## config.mk

```make
export PLATFORM = sky130hd
export DESIGN_NAME = mem_responder
export DESIGN_NICKNAME = d
export VERILOG_FILES = /design/src/rtl/mem_pkg.sv /design/src/rtl/mem_array.sv /design/src/rtl/mem_responder.sv
export SDC_FILE = /design/constraint.sdc
export NUM_CORES = 2
export LEC_CHECK = 0
export CORE_MARGIN = 2
export CORE_UTILIZATION = 45
export DETAILED_ROUTE_END_ITERATION = 8
export GPL_TIMING_DRIVEN = 0
export HOLD_SLACK_MARGIN = 0.05
export RECOVER_POWER = 100
export SYNTH_ARGS = -nofsm -noshare
export SYNTH_HDL_FRONTEND = slang
export SYNTH_HIERARCHICAL = 1
export SYNTH_SLANG_ARGS = --single-unit
```

## constraint.sdc

```tcl
create_clock -name clk -period 5.95 [get_ports clk]
set_clock_uncertainty 0.15 [all_clocks]
set_input_delay 1.19 -clock clk [delete_from_list [all_inputs] [get_ports clk]]
set_output_delay 1.19 -clock clk [all_outputs]
set_load 0.01 [all_outputs]
```

## src/rtl/mem_pkg.sv

```systemverilog
// Shared definitions for the memory responder: FSM encoding, array geometry
// and the data-slot to array-word mapping.
package mem_pkg;
  localparam int MEM_DEPTH  = 64;
  localparam int ADDR_W     = 6;
  localparam int DATA_SLOTS = 16;
  localparam int SLOT_W     = 4;

  typedef enum logic [2:0] {IDLE, BUSY_I, BUSY_D, RESP_I, RESP_D} state_t;

  // Data slot i lives at word base+i, wrapping around the 64-word array.
  function automatic logic [ADDR_W-1:0] slot_word(input int base, input logic [SLOT_W-1:0] slot);
    return ADDR_W'((base + int'(slot)) % MEM_DEPTH);
  endfunction
endpackage

```

## src/rtl/mem_array.sv

```systemverilog
// 64 x 32 storage: one synchronous write port, one asynchronous read port.
// Contents are deliberately not reset.
module mem_array
  import mem_pkg::*;
(
  input  logic              clk,
  input  logic              we,
  input  logic [ADDR_W-1:0] waddr,
  input  logic [31:0]       wdata,
  input  logic [ADDR_W-1:0] raddr,
  output logic [31:0]       rdata
);
  logic [31:0] mem [MEM_DEPTH];

  // Synchronous write.
  always_ff @(posedge clk) begin
    if (we) mem[waddr] <= wdata;
  end

  assign rdata = mem[raddr];
endmodule

```

## src/rtl/mem_responder.sv

```systemverilog
// Latency-modelled memory responder: one outstanding fetch or data request,
// data requests win over fetches, faults answer one cycle after acceptance.
module mem_responder
  import mem_pkg::*;
#(
  parameter int                    LAT       = 2,
  parameter int                    DATA_BASE = 48,
  parameter logic [DATA_SLOTS-1:0] RO_MASK   = 16'h0000
) (
  input  logic              clk,
  input  logic              resetn,
  input  logic              fetch,
  input  logic [31:0]       pc,
  output logic [31:0]       instruction,
  output logic              wait_instr,
  output logic              instr_segv,
  input  logic              ld,
  input  logic              st,
  input  logic [SLOT_W-1:0] mem_loca_addr,
  input  logic [31:0]       wdata,
  output logic [31:0]       rdata,
  output logic              wait_data,
  output logic              data_segv,
  input  logic              prog_we,
  input  logic [ADDR_W-1:0] prog_addr,
  input  logic [31:0]       prog_data
);
  // With LAT=1 a good request answers in the cycle after acceptance, so
  // there is no BUSY cycle at all.
  localparam logic       FAST     = (LAT == 1);
  localparam logic [3:0] CNT_INIT = 4'(LAT - 1);

  state_t            state;
  logic [3:0]        cnt;
  logic              op_ld, op_st, fault;
  logic [ADDR_W-1:0] word;
  logic [31:0]       wdata_q;

  logic              req_d, d_fault, i_fault, idle;
  logic              store_direct, store_busy;
  logic [ADDR_W-1:0] data_word, waddr;
  logic [31:0]       wr_data, rd;
  logic              we;

  assign req_d     = ld | st;
  assign data_word = slot_word(DATA_BASE, mem_loca_addr);
  assign d_fault   = (ld & st) | (st & RO_MASK[mem_loca_addr]);
  assign i_fault   = (pc[1:0] != 2'b00) | (pc[31:8] != 24'h0);
  assign idle      = (state == IDLE);

  // A store commits on the edge that enters RESP_D. Faulting stores never
  // get here, and reset gates the enable so an abandoned store is dropped.
  assign store_direct = FAST & idle & st & ~d_fault;
  assign store_busy   = (state == BUSY_D) & (cnt == 4'd1) & op_st;
  assign we      = resetn & (store_direct | store_busy | (idle & prog_we));
  assign waddr   = store_direct ? data_word : store_busy ? word : prog_addr;
  assign wr_data = store_direct ? wdata     : store_busy ? wdata_q : prog_data;

  mem_array u_array (
    .clk   (clk),
    .we    (we),
    .waddr (waddr),
    .wdata (wr_data),
    .raddr (word),
    .rdata (rd)
  );

  // Request FSM: accept in IDLE, count down in BUSY, one-cycle RESP.
  always_ff @(posedge clk or negedge resetn) begin
    if (!resetn) begin
      state   <= IDLE;
      cnt     <= '0;
      op_ld   <= 1'b0;
      op_st   <= 1'b0;
      fault   <= 1'b0;
      word    <= '0;
      wdata_q <= '0;
    end else begin
      case (state)
        IDLE: begin
          if (req_d) begin
            op_ld   <= ld;
            op_st   <= st;
            fault   <= d_fault;
            word    <= data_word;
            wdata_q <= wdata;
            cnt     <= (d_fault || FAST) ? 4'd0 : CNT_INIT;
            state   <= (d_fault || FAST) ? RESP_D : BUSY_D;
          end else if (fetch) begin
            op_ld <= 1'b0;
            op_st <= 1'b0;
            fault <= i_fault;
            word  <= pc[7:2];
            cnt   <= (i_fault || FAST) ? 4'd0 : CNT_INIT;
            state <= (i_fault || FAST) ? RESP_I : BUSY_I;
          end
        end
        BUSY_I, BUSY_D: begin
          cnt <= cnt - 4'd1;
          if (cnt == 4'd1) state <= (state == BUSY_I) ? RESP_I : RESP_D;
        end
        default: state <= IDLE;
      endcase
    end
  end

  // Responses are only visible in the RESP states; everything else reads 0.
  assign wait_instr  = resetn & fetch & (state != RESP_I);
  assign wait_data   = resetn & req_d & (state != RESP_D);
  assign instruction = (state == RESP_I && !fault) ? rd : 32'h0;
  assign instr_segv  = (state == RESP_I) & fault;
  assign rdata       = (state == RESP_D && op_ld && !fault) ? rd : 32'h0;
  assign data_segv   = (state == RESP_D) & fault;
endmodule

```

==> out/qor.csv <==
stage;metric;value;unit
run_status;status;finished with violations;
run_status;violations;max-capacitance violations, max-slew violations, negative setup slack;
global_routing;grt_pass1_wl;344;mm
timing;period_minus_slack;6.03;ns
pwr;switching_share;33.0;%
timing;fin_tns_setup;-0.584;ns
clocking;hold_buffers;0;
pwr;finalPower;43.3;mW
global_routing;grt_usage;27.6;%
clocking;clock-sinks;2096;
floorplan;die_x;428;um
detailed_routing;first_pass_iters;5;
pwr;clkPwrFrac;28.8;%
critical_path;worst_ep_arrival_time;4.69;ns
critical_path;r2r_setup_slack;0.12;ns
critical_path;start_kind;flip-flop;
final_layout;final_cell_area;94400;sq um
placed_design;dpl.hpwl;169;mm
critical_path;cp_max_fo;10;
timing;hold_ws;0.333;ns
timing;fmax;0.166;GHz
critical_path;end_kind;output pin;
final_layout;final_util;52.8;%
detailed_routing;drt_iter0_drc;6399;
floorplan;num_rows;155;
detailed_routing;wl_per_cell;38.6;um
yosys;synth-seq-cells;2096;
yosys;synth.distinct_cells;59;
placed_design;io_buffers;179;
run;drv_cap;55;
final_layout;areaGrowthSynthToFinish;16.4;%
timing;worst_slew_pin_slew;3.32;ns
timing;hold_viol;0;
hold_path;hold_path_class;flip-flop to flip-flop;
detailed_routing;vias;42200;
floorplan;start_util;45.4;%
yosys;seq_area_frac_synth;77.4;%
clocking;path_clk_slew;0.06;ns
final_layout;layout.nets;4201;
placed_design;gp_congestion;0.868;
clocking;clock_latency;0.84;ns
global_routing;gr-total-overflow;0;
pwr;p_per_area;459;nW/um^2
detailed_routing;routed_wirelength;256;mm
timing;slew_viol_final;2308;
clocking;cts_buffer_depth;3;
clocking;htree_num_levels;4;
final_layout;final_cell_mix;edfxtp_1, mux4_2, clkbuf_16;
final_layout;drive_gt1_share;29.4;%
timing;relSlewSlack;-121;%
clocking;cts_root_buffer;clkbuf_16;
final_layout;layout_commonest_cell;edfxtp_1;
floorplan;die_y;428;um
placed_design;dp_cells;6233;
floorplan;core_area;179000;sq um
yosys;syn-num-nets;3696;
pwr;ir_worst_vdd;0.000342;V
global_routing;antenna_found_initial;2;
placed_design;placed_area;88800;sq um
pwr;p_seq_share;39.2;%
yosys;syn_inst;3582;
detailed_routing;via_per_inst;6.37;
yosys;synthesis.area;81000;sq um
timing;worst_slack;-0.0838;ns
yosys;yosysWarningCount;6;
pwr;p_leak;29.8;nW
pwr;switchingPower;14.3;mW
placed_design;dp_slack;-1.05;ns
timing;finalSetupViolCount;23;
timing;period_share;101;%
pwr;pwr-share-comb;32.0;%
global_routing;grt_max_degree;65;
detailed_routing;drc;0;
yosys;synth_edf_count;2048;
clocking;cts_buffers;209;
global_routing;grt_pass1_vias;40900;
yosys;synthArstFlopShare;2.29;%
yosys;synth-main-ff-cell;edfxtp_1;
floorplan;die-area;183000;sq um
critical_path;critPathRequiredTime;4.61;ns
pwr;power.internal;29.0;mW
clocking;cts_tree;done;
critical_path;critPathKind;flip-flop to output pin;
final_layout;finalNonFillerCells;6622;
yosys;syn_area_per_cell;22.6;sq um
detailed_routing;ant_nets;0;
floorplan;ioPinCount;180;
## area by class of cell
| class | count | area [sq um] |
|---|---|---|
| Antenna cell | 6 | 15.0 |
| Buffer | 194 | 1250 |
| Clock buffer | 280 | 5630 |
| Clock inverter | 105 | 796 |
| Fill cell | 13700 | 84300 |
| Inverter | 3 | 11.3 |
| Multi-Input combinational cell | 1282 | 17700 |
| Sequential cell | 2096 | 62700 |
| Tap cell | 2355 | 2950 |
| Timing Repair Buffer | 301 | 3260 |
## cells by family after synthesis
logic type | Yosys count | share of synthesized area [%]
muxes | 710 | 17.3
buffers and inverters | 204 | 1.29
and+or+nand+nor | 345 | 2.11
AOI/OAI and AO/OA | 222 | 1.82
DFF | 2096 | 77.4
adders and majority gates | 2 | 0.0309
xor gates and xnor gates | 3 | 0.0417
## layer usage
layer  part of all wire [%]  track usage, %  wire [um]  vias up
li1                       -               -          -    16200
met1                     37            37.9      95800    22800
met3                     11            5.86      27300      566
met5                  0.055               0        141        -
met4                    5.6            12.7      14400        6
met2                     46            42.7     118000     2650
## power by group through the flow
stage	logic [mW]	registers (mW)	clock network (mW)
2_1_floorplan	7.77	17.2	0
3_5_place_dp	13.2	17.2	0
4_1_cts	13.7	16.9	12.6
6_report	13.9	17.0	12.5
5_1_grt	14.2	17.0	13.2
3_3_place_gp	13.0	17.2	0
## final timing paths
kind | start | end | cells after the start
worst max-delay path | word[5] | rdata[25] | 7
worst min-delay path | wdata_q[16] | wdata_q[16] | 1
worst max register to register | cnt[1] | u_array/mem[49][24] | 13
worst min register to register | wdata_q[16] | wdata_q[16] | 1
max in group asynchronous | resetn | word[3] | 2
min in group asynchronous | resetn | wdata_q[16] | 1
## flip-flops by register name (all words and copies together), names as in the netlist
register,count
u_array/mem,2048
cnt,4
wdata_q,32
fault,1
word,6
op_st,1
state,3
op_ld,1
## synth_stat cells, drive strengths merged, types with 8 or more instances
cell,instances,share of area (%)
nand2b,8,0.062
nor3,10,0.076
dfrtp,48,1.5
mux4,544,15
mux2i,94,1.2
nand2,39,0.18
o22ai,85,0.66
clkbuf,81,0.38
nor2,157,0.73
buf,120,0.90
mux2,72,1.1
nor2b,15,0.12
a22oi,12,0.11
o221ai,27,0.29
and2,67,0.52
a311oi,9,0.097
a21oi,67,0.42
edfxtp,2048,76
## repair_timing
| item | 4_1_cts | 5_1_grt |
|---|---|---|
| endpoints found under the setup margin | 64 | 59 |
| gates resized for setup | 236 | 43 |
| pin swaps | 1 | 1 |
| setup buffers | 4 | 1 |
| cloned | 0 | 0 |
## critical path: stages, from the launching register on
cell             delay, ns
dfrtp_1               0.58
clkbuf_1              0.45
nand2b_1              0.34
dlygate4sd2_1         0.97
o22ai_1               0.38
nor2_2                0.38
and2_1                0.19
clkdlybuf4s50_1       0.54
Power figures use the tool's default switching activity.
